### src/rtl/speech_pkg.sv
// Shared types for the speech-session controller and the comparison engine.
// Session state encoding appears on led[7:5], so its values are fixed.
package speech_pkg;
  localparam int SPI_BITS = 8;
  localparam int RES_W    = 4;

  typedef enum logic [2:0] {
    IDLE    = 3'd0,
    RECV    = 3'd1,
    PROC    = 3'd2,
    WAIT_TX = 3'd3,
    SEND    = 3'd4
  } sess_state_t;
endpackage

### src/rtl/spi_oversampler.sv
// Brings the SPI pins into the clk domain, detects edges and shifts rx/tx bits (mode 0, MSB first).
// With SPEECH_TIMEOUT_EN defined an sck-activity strobe is exported for the session watchdog.
module spi_oversampler
  import speech_pkg::*;
#(
  parameter int SYNC_STAGES = 2
)(
  input  logic                i_clk,
  input  logic                i_reset,
  input  logic                i_sck,
  input  logic                i_sdi,
  input  logic                i_ss,
  input  logic                i_rx_en,
  input  logic                i_tx_arm,
  input  logic                i_tx_en,
  input  logic [SPI_BITS-1:0] i_tx_byte,
  output logic                o_byte_valid,
  output logic [SPI_BITS-1:0] o_rx_byte,
  output logic                o_tx_load,
  output logic                o_tx_done,
  output logic                o_ss_rise,
  output logic                o_ss_fall,
`ifdef SPEECH_TIMEOUT_EN
  output logic                o_sck_edge,
`endif
  output logic                o_tx_bit
);
  localparam int CW = $clog2(SPI_BITS);

  logic [SYNC_STAGES-1:0] r_sck_sync, r_sdi_sync, r_ss_sync;
  logic                   r_sck_q, r_ss_q;
  logic [CW-1:0]          r_bit_cnt;
  logic [SPI_BITS-2:0]    r_rx_sr;
  logic [SPI_BITS-1:0]    r_rx_byte, r_tx_sr;
  logic                   r_byte_valid;
  logic w_sck, w_sdi, w_ss, w_sck_rise, w_sck_fall, w_frame, w_last_bit, w_rx_shift;

  assign w_sck      = r_sck_sync[SYNC_STAGES-1];
  assign w_sdi      = r_sdi_sync[SYNC_STAGES-1];
  assign w_ss       = r_ss_sync[SYNC_STAGES-1];
  assign w_sck_rise = w_sck & ~r_sck_q;
  assign w_sck_fall = ~w_sck & r_sck_q;
  assign o_ss_rise  = w_ss & ~r_ss_q;
  assign o_ss_fall  = ~w_ss & r_ss_q;
  // A final bit that lands in the same clk as the ss fall still completes its byte.
  assign w_frame    = w_ss | o_ss_fall;
  assign w_last_bit = (r_bit_cnt == CW'(SPI_BITS - 1));
  assign w_rx_shift = i_rx_en & w_frame & w_sck_rise;

  assign o_tx_load    = i_tx_arm & o_ss_rise;
  assign o_tx_done    = i_tx_en & w_ss & w_sck_rise & w_last_bit;
  assign o_tx_bit     = r_tx_sr[SPI_BITS-1];
  assign o_byte_valid = r_byte_valid;
  assign o_rx_byte    = r_rx_byte;
`ifdef SPEECH_TIMEOUT_EN
  assign o_sck_edge   = w_sck_rise | w_sck_fall;
`endif

  always_ff @(posedge i_clk or posedge i_reset) begin
    if (i_reset) begin
      r_sck_sync   <= '0;
      r_sdi_sync   <= '0;
      r_ss_sync    <= '0;
      r_sck_q      <= 1'b0;
      r_ss_q       <= 1'b0;
      r_bit_cnt    <= '0;
      r_rx_sr      <= '0;
      r_rx_byte    <= '0;
      r_tx_sr      <= '0;
      r_byte_valid <= 1'b0;
    end else begin
      r_sck_sync <= {r_sck_sync[SYNC_STAGES-2:0], i_sck};
      r_sdi_sync <= {r_sdi_sync[SYNC_STAGES-2:0], i_sdi};
      r_ss_sync  <= {r_ss_sync[SYNC_STAGES-2:0], i_ss};
      r_sck_q    <= w_sck;
      r_ss_q     <= w_ss;

      if (!((i_rx_en | i_tx_en) & w_ss)) r_bit_cnt <= '0;
      else if (w_sck_rise)                r_bit_cnt <= r_bit_cnt + 1'b1;

      r_byte_valid <= w_rx_shift & w_last_bit;
      if (w_rx_shift) begin
        r_rx_sr <= {r_rx_sr[SPI_BITS-3:0], w_sdi};
        if (w_last_bit) r_rx_byte <= {r_rx_sr, w_sdi};
      end

      if (o_tx_load)                        r_tx_sr <= i_tx_byte;
      else if (i_tx_en & w_ss & w_sck_fall) r_tx_sr <= {r_tx_sr[SPI_BITS-2:0], 1'b0};
    end
  end
endmodule

### src/rtl/speech_session_ctrl.sv
// Session sequencer: SPI capture into sample RAM, comparison handshake, result readback.
// Optional RECV watchdog enabled by defining SPEECH_TIMEOUT_EN.
//   state   | meaning
//   IDLE    | no session, waiting for ss rise
//   RECV    | capturing audio bytes into sample RAM
//   PROC    | comparison engine running
//   WAIT_TX | result latched, waiting for master frame
//   SEND    | shifting {4'h0,result} out on sdo
module speech_session_ctrl
  import speech_pkg::*;
#(
  parameter int NSAMPLES    = 2000,
  parameter int AW          = 11,
  parameter int SYNC_STAGES = 2
`ifdef SPEECH_TIMEOUT_EN
  , parameter int TIMEOUT_CYC = 2**20
`endif
)(
  input  logic             i_clk,
  input  logic             i_reset,
  input  logic             i_sck,
  input  logic             i_sdi,
  input  logic             i_ss,
  output logic             o_sdo,
  output logic             o_mem_we,
  output logic [AW-1:0]    o_mem_addr,
  output logic [7:0]       o_mem_wdata,
  output logic             o_cmp_start,
  input  logic             i_cmp_done,
  input  logic [RES_W-1:0] i_cmp_result,
  output logic [RES_W-1:0] o_result,
  output logic [7:0]       o_led,
  output logic             o_busy
);
  sess_state_t         r_state, w_state_nxt;
  logic [AW-1:0]       r_idx, r_mem_addr;
  logic [7:0]          r_mem_wdata;
  logic                r_mem_we, r_cmp_start;
  logic [RES_W-1:0]    r_result;
  logic [SPI_BITS-1:0] w_rx_byte;
  logic w_byte_valid, w_tx_load, w_tx_done, w_tx_bit, w_ss_rise, w_ss_fall;
  logic w_timeout, w_timeout_flag, w_last_write, w_cmp_take;
`ifdef SPEECH_TIMEOUT_EN
  localparam int WDW = $clog2(TIMEOUT_CYC) + 1;
  logic [WDW-1:0] r_wdog;
  logic           r_timeout_flag, w_sck_edge;
`endif

  spi_oversampler #(.SYNC_STAGES(SYNC_STAGES)) u_spi (
    .i_clk        (i_clk),
    .i_reset      (i_reset),
    .i_sck        (i_sck),
    .i_sdi        (i_sdi),
    .i_ss         (i_ss),
    .i_rx_en      (r_state == RECV),
    .i_tx_arm     (r_state == WAIT_TX),
    .i_tx_en      (r_state == SEND),
    .i_tx_byte    ({{(SPI_BITS-RES_W){1'b0}}, r_result}),
    .o_byte_valid (w_byte_valid),
    .o_rx_byte    (w_rx_byte),
    .o_tx_load    (w_tx_load),
    .o_tx_done    (w_tx_done),
    .o_ss_rise    (w_ss_rise),
    .o_ss_fall    (w_ss_fall),
`ifdef SPEECH_TIMEOUT_EN
    .o_sck_edge   (w_sck_edge),
`endif
    .o_tx_bit     (w_tx_bit)
  );

  // Leave RECV only after the final write is on the bus, so the engine never races it.
  assign w_last_write = r_mem_we & (r_mem_addr == AW'(NSAMPLES - 1));
  assign w_cmp_take   = (r_state == PROC) & i_cmp_done & ~r_cmp_start;

  always_comb begin
    w_state_nxt = r_state;
    case (r_state)
      IDLE:    if (w_ss_rise) w_state_nxt = RECV;
      RECV:    if (w_timeout) w_state_nxt = IDLE;
               else if (w_last_write) w_state_nxt = PROC;
      PROC:    if (w_cmp_take) w_state_nxt = WAIT_TX;
      WAIT_TX: if (w_tx_load) w_state_nxt = SEND;
      SEND:    if (w_ss_fall) w_state_nxt = WAIT_TX;
               else if (w_tx_done) w_state_nxt = IDLE;
      default: w_state_nxt = IDLE;
    endcase
  end

  always_ff @(posedge i_clk or posedge i_reset) begin
    if (i_reset) begin
      r_state     <= IDLE;
      r_idx       <= '0;
      r_mem_we    <= 1'b0;
      r_mem_addr  <= '0;
      r_mem_wdata <= '0;
      r_cmp_start <= 1'b0;
      r_result    <= '0;
    end else begin
      r_state  <= w_state_nxt;
      r_mem_we <= w_byte_valid & (r_state == RECV);
      if (w_byte_valid && r_state == RECV) begin
        r_mem_wdata <= w_rx_byte;
        r_mem_addr  <= r_idx;
        r_idx       <= r_idx + 1'b1;
      end
      if (w_state_nxt == IDLE) r_idx <= '0;
      r_cmp_start <= (r_state == RECV) && (w_state_nxt == PROC);
      if (w_cmp_take) r_result <= i_cmp_result;
    end
  end

`ifdef SPEECH_TIMEOUT_EN
  assign w_timeout      = (r_state == RECV) && (r_wdog == '0);
  assign w_timeout_flag = r_timeout_flag;

  always_ff @(posedge i_clk or posedge i_reset) begin
    if (i_reset) begin
      r_wdog         <= WDW'(TIMEOUT_CYC - 1);
      r_timeout_flag <= 1'b0;
    end else begin
      if (r_state != RECV || w_sck_edge) r_wdog <= WDW'(TIMEOUT_CYC - 1);
      else if (r_wdog != '0)             r_wdog <= r_wdog - 1'b1;
      if (w_ss_rise)      r_timeout_flag <= 1'b0;
      else if (w_timeout) r_timeout_flag <= 1'b1;
    end
  end
`else
  assign w_timeout      = 1'b0;
  assign w_timeout_flag = 1'b0;
`endif

  assign o_sdo       = (r_state == SEND) & w_tx_bit;
  assign o_mem_we    = r_mem_we;
  assign o_mem_addr  = r_mem_addr;
  assign o_mem_wdata = r_mem_wdata;
  assign o_cmp_start = r_cmp_start;
  assign o_result    = r_result;
  assign o_led       = {r_state, w_timeout_flag, r_result};
  assign o_busy      = (r_state != IDLE);
endmodule
### config.mk
export PLATFORM = sky130hd
export DESIGN_NAME = speech_session_ctrl
export DESIGN_NICKNAME = d
export VERILOG_FILES = /design/src/rtl/speech_pkg.sv /design/src/rtl/spi_oversampler.sv /design/src/rtl/speech_session_ctrl.sv
export SDC_FILE = /design/constraint.sdc
export NUM_CORES = 1
export LEC_CHECK = 0
export CORE_UTILIZATION = 48
export DETAILED_ROUTE_END_ITERATION = 8
export PLACE_DENSITY_LB_ADDON = 0.1
export SLEW_MARGIN = 25
export SYNTH_ARGS = -nofsm -noshare
export SYNTH_HDL_FRONTEND = slang
export SYNTH_SLANG_ARGS = --single-unit
### constraint.sdc
create_clock -name i_clk -period 2.3 [get_ports i_clk]
set_input_delay 0.345 -clock i_clk [delete_from_list [all_inputs] [get_ports i_clk]]
set_output_delay 0.345 -clock i_clk [all_outputs]
set_load 0.005 [all_outputs]
==> results.txt, run 1 <==
Fin. Hold Viols: 0
VDD IR-drop max: 0.0004820 V
Sequential share of the synthesized area: 0.5982
Clk root buf: clkbuf_8
Synth Flop Type: dfrtp_1
Gr usage total: 0.1789
Status: finished clean
Via count: 1948
Final ANT Viol Nets: 0
Worst Path Required: 1.96 ns
Final setup viols: 0
Setup CP Type: flop to output port
CTS Buffer Depth: 2
Rows: 28
Worst hold-check path type: input pin to async pin
Endpoint type of the worst setup path: output port
Largest net degree at the start of global routing: 32
Reg-to-reg slack, setup: 0.45 ns
Worst Skew: 0.007457 ns
Final slew viol count: 0
CTS sink cnt: 74
EDFF count, synth: 0
Warnings, synthesis: 0
Setup Buffers After CTS: 0
Buf/Inv on CP: 1
Core Util, Final: 0.6303
Routed WL per cell: 13.44 um
Worst-margin pin slew: 0.5000 ns
Hold buffer count at cts: 0
Netlist cell types: 42
Global-route wire length before repair: 8.873 mm
Crit path arrival time: 1.78 ns
Final WL: 5.121 mm
Syn nets: 267
Setup tns final: 0 ns
Total die area: 6774 um2
Area post-placement: 3600 um2
Clock slew at reported path FFs: 0.08 ns
Synthesized netlist cell count: 254
RR Endpoint: u_spi.r_tx_sr[7]
Crit Path Max Fanout: 12
1st-pass router iterations: 4
Total I/O pin count: 45
Number of CTS-inserted buffers: 9
Rel. slew slack: 0.6641
Reg2reg path depth: 4
CP max-delay cell: dfrtp_1
Final layout net count: 314
Total gr overflow: 0
Input/output buffers: 43
Max Cap Violations: 0
Share of cells above drive strength 1: 0.1961
Die extent in x: 82.31 um
Worst-skew pair later-pin latency: 0.33 ns
Cell Area, Synth: 3095 um2
Area Overhead vs Synth: 23.40%
Initial drt markers: 79
Pwr Density: 680.8 nW/um2
Avg Inst Size Synth: 12.19 um2
Die H: 82.31 um
Unrepaired setup endpoints after global routing: false
Critical Path Max Stage Delay: 0.52 ns
Minimum clock period: 2.127 ns
Register bit count reported by yosys: 74
Critical R2R Launch: r_state[1]
Core Region: 6061 um2
Post-CTS Resized: 0
Fill count: 488
WHS: 0.2641 ns
CP cell instances: nor2_2 > and3_1 > clkdlybuf4s50_1
Fmax: 0.4701 GHz
CTS H-tree depth: 3
CP Launch Type: flop
DRC: 0
Fraction of registers with async set/reset: 1.000
CTS tree: done
Post-layout instance area: 3820 um2
HPWL Detailed: 3.583 mm
Initial Util: 0.5107
Vias per cell: 5.113
CP delay by family, top: flip-flops
Vias in the first global route: 1877
Initial antenna violation count: 0
P_leak: 1.836 nW
Final worst-path cycle share: 0.9249
Routability Congestion: 0.8029
Number of diodes: 0
worst max-delay path by stage:
stage / startpoint / endpoint / cells past startpoint
after floorplan: i_reset / o_cmp_start / 1
after global placement: r_state[0] / u_spi.r_rx_sr[6] / 4
after detailed placement: r_state[1] / o_sdo / 3
after CTS: r_state[1] / o_sdo / 3
after global routing: r_state[1] / o_sdo / 3
final: r_state[1] / o_sdo / 3
registers in the layout (all words and copies together), names as in the netlist, 2 cells and up:
| name | flops |
|---|---|
| o_mem_addr | 11 |
| o_mem_wdata | 8 |
| o_result | 4 |
| r_idx | 11 |
| r_state | 3 |
| u_spi.o_rx_byte | 8 |
| u_spi.r_bit_cnt | 3 |
| u_spi.r_rx_sr | 7 |
| u_spi.r_sck_sync | 2 |
| u_spi.r_sdi_sync | 2 |
| u_spi.r_ss_sync | 2 |
| u_spi.r_tx_sr | 8 |
power by group:
group	total (mW)	switching (mW)	internal [mW]
Sequential	1.40	0.0415	1.36
Combinational	0.117	0.0483	0.0685
Clock	1.08	0.467	0.615
through the flow:
step | total power, mW | cells | setup slack, ns
2_1_floorplan | 1.499 | 254 | 0.07338
3_3_place_gp | 1.546 | 365 | 0.4870
3_5_place_dp | 1.549 | 365 | 0.4650
4_1_cts | 2.637 | 381 | 0.08031
5_1_grt | 2.713 | 381 | 0.05739
6_report | 2.601 | 381 | 0.1728
cell families after synthesis:
logic type               share of synthesized area
AND/OR/NAND/NOR                             0.1669
flip-flops                                  0.5982
multiplexers                                0.1079
AO/OA/AOI/OAI                              0.05295
buffers and inverters                      0.03233
XOR/XNOR                                   0.02829
adder cells (fa/ha/maj)                    0.01213
other                                     0.001211
Yosys cell counts, types with 5 or more instances:
master / instances / area [um2]
xor2_1: 5 / 43.79
mux2_2: 27 / 304.0
xnor2_1: 5 / 43.79
nand4_1: 5 / 31.28
nand3_1: 5 / 25.02
buf_2: 5 / 25.02
nor2_1: 14 / 52.55
buf_4: 6 / 45.04
dfrtp_1: 74 / 1852
a22o_1: 8 / 70.07
nand2_1: 42 / 157.7
layout by cell type, fill, tap and decap left out, types with 2 or more instances in the layout:
| cell | instances |
|---|---|
| xor2_1 | 5 |
| nor4_1 | 2 |
| buf_4 | 7 |
| inv_2 | 2 |
| nand3_1 | 5 |
| bufinv_16 | 2 |
| mux2i_1 | 3 |
| and3_1 | 4 |
| nor2b_1 | 4 |
| a22o_1 | 8 |
| clkbuf_8 | 9 |
| xnor2_1 | 5 |
| nor2_2 | 2 |
| nand4_1 | 5 |
| nor3_1 | 3 |
| a21o_1 | 4 |
| ha_1 | 3 |
| a21oi_1 | 4 |
| nand4b_1 | 2 |
| clkdlybuf4s50_1 | 43 |
| nand2_1 | 42 |
| nor2_1 | 13 |
| nand2b_1 | 2 |
| nor3b_4 | 2 |
| mux2_2 | 27 |
| or3_1 | 3 |
| dfrtp_1 | 74 |
| a31oi_1 | 2 |
layer usage:
layer  vias to the layer above  global-route usage  part of all wire
li1                        966                   -                 -
met1                       933              0.2469              0.51
met2                        47              0.2636              0.45
met3                         2             0.05934             0.042
met4                         0             0.06316            0.0049
met5                         -                   0                 0
layout make-up:
type                            instances  area [um2]  share of cell area
Clock buffer                           10       127.6             0.03341
Clock inverter                          6       90.09             0.02358
Inverter                                2       7.507            0.001965
Multi-Input combinational cell        163        1146              0.3000
Sequential cell                        74        1852              0.4848
Tap cell                               75       93.84             0.02457
Timing Repair Buffer                   51       503.0              0.1317
(Power assumes the default switching activity.)
==> inputs of run 2 (changes only) <==
--- a/config.mk
+++ b/config.mk
@@ -5,9 +5,11 @@
 export SDC_FILE = /design/constraint.sdc
 export NUM_CORES = 1
 export LEC_CHECK = 0
-export CORE_UTILIZATION = 48
+export CELL_PAD_IN_SITES_DETAIL_PLACEMENT = 1
+export CELL_PAD_IN_SITES_GLOBAL_PLACEMENT = 2
+export CORE_UTILIZATION = 32
 export DETAILED_ROUTE_END_ITERATION = 8
-export PLACE_DENSITY_LB_ADDON = 0.1
+export PLACE_DENSITY = 0.74
 export SLEW_MARGIN = 25
 export SYNTH_ARGS = -nofsm -noshare
 export SYNTH_HDL_FRONTEND = slang
==> results.txt, run 2 (synthesis results as in run 1) <==
Commonest cells after routing, fill and taps aside: dfrtp_1, clkdlybuf4s50_1, nand2_1
CTS H-tree depth: 3
Status: finished clean
Crit Path Max Fanout: 12
Crit path arrival time: 1.82 ns
Post-layout instance area: 3905 um2
Die H: 100.4 um
WHS: 0.3046 ns
Endpoint type of the worst setup path: output port
Final worst-path cycle share: 0.9419
CTS tree: done
Vias per cell: 4.687
Final layout net count: 313
Unrepaired setup endpoints after global routing: false
DRC: 0
Die extent in x: 100.4 um
Rows: 35
Setup WS post-layout: 0.1335 ns
Initial antenna violation count: 0
CP max-delay cell: dfrtp_1
Number of diodes: 0
1st-pass router iterations: 4
Setup tns final: 0 ns
Cells after DPL: 418
Fin. Hold Viols: 0
CP Launch Type: flop
Core Region: 9284 um2
Final setup viols: 0
CP cell instances: nor2_2 > and3_1 > clkdlybuf4s50_1
Total gr overflow: 0
Most heavily used metal layer in global routing: met2
Final non-filler cell total: 434
Max Cap Violations: 0
Routability Congestion: 0.7453
Worst hold-check path type: input pin to async pin
Reg-to-reg slack, setup: 0.34 ns
Final slew viol count: 0
Final WL: 6.417 mm
Buf/Inv on CP: 1
Reg2reg path depth: 4
Crit. path cell count: 3
CP delay by family, top: flip-flops
HPWL Detailed: 4.491 mm
Initial drt markers: 52
Number of CTS-inserted buffers: 9
Pwr Density: 701.1 nW/um2
Total die area: 10070 um2
Pre-CTS setup slack: 0.3817 ns
Routed WL per cell: 14.79 um
Global-route wire length before repair: 11.37 mm
CP Launch Point: r_state[1]
Worst-skew pair later-pin latency: 0.35 ns
Largest net degree at the start of global routing: 36
Fmax: 0.4616 GHz
Vias in the first global route: 2204
Via count: 2034
Setup CP Type: flop to output port
Capture point of the critical path: o_sdo
Area Overhead vs Synth: 26.15%
RR Endpoint: u_spi.r_rx_sr[2]
Initial Util: 0.3334
Minimum clock period: 2.166 ns
Met2 Use GR: 0.2260
Core Util, Final: 0.4206
Total I/O pin count: 45
Critical R2R Launch: r_state[0]
Clk root buf: clkbuf_8
Critical Path Max Stage Delay: 0.54 ns
Hold buffer count at cts: 0
Gr usage total: 0.1473
Fill count: 1013
Clock slew at reported path FFs: 0.08 ns
VDD IR-drop max: 0.0003402 V
CTS Buffer Depth: 2
Met3 usage: 0.02925
Final ANT Viol Nets: 0
Most common cell after layout, fill and taps aside: dfrtp_1
Area post-placement: 3660 um2
Share of cells above drive strength 1: 0.1934
Pwr Total: 2.738 mW
Input/output buffers: 43
Met1 Use GR: 0.1999
Worst Path Required: 1.96 ns
CTS sink cnt: 74
Worst Skew: 0.006730 ns
P_leak: 1.840 nW
==> run 2: layout make-up <==
type	count	area (um2)	area share
repair buffers	50	495.5	0.1269
inverters	2	7.507	0.001922
multi-input cells	163	1146	0.2935
clock inverters	6	115.1	0.02948
flip-flops and latches	74	1852	0.4742
clock buffers	10	127.6	0.03268
well taps	129	161.4	0.04133
==> run 2: routing by layer <==
metal,wire length [um],vias to the layer above
met1,3177,1028
met4,144,0
met2,2956,31
met3,138,12
li1,-,963
met5,0,-
==> run 2: worst min-delay path by stage <==
stage | start | end | slack, ns | cells after the start
final | i_reset | u_spi.r_sck_sync[1] | 0.30 | 2
after global routing | i_reset | u_spi.r_ss_sync[1] | 0.33 | 2
after CTS | i_reset | u_spi.r_sck_sync[1] | 0.31 | 2
after detailed placement | u_spi.r_sdi_sync[0] | u_spi.r_sdi_sync[1] | 0.34 | 0
after global placement | u_spi.r_sdi_sync[0] | u_spi.r_sdi_sync[1] | 0.33 | 0
after floorplan | u_spi.r_sck_sync[0] | u_spi.r_sck_sync[1] | 0.33 | 0
==> run 2: power by group <==
part | internal (mW) | leakage (nW) | switching, mW | total (mW)
Clock | 0.724 | 0.117 | 0.491 | 1.22
Combinational | 0.0666 | 0.727 | 0.0530 | 0.120
Sequential | 1.36 | 0.996 | 0.0427 | 1.40
==> run 2: repair_timing <==
item,4_1_cts,5_1_grt
setup buffers,0,0
endpoints found under the hold margin,0,0
resized for setup,0,1
endpoints found under the setup margin,0,1
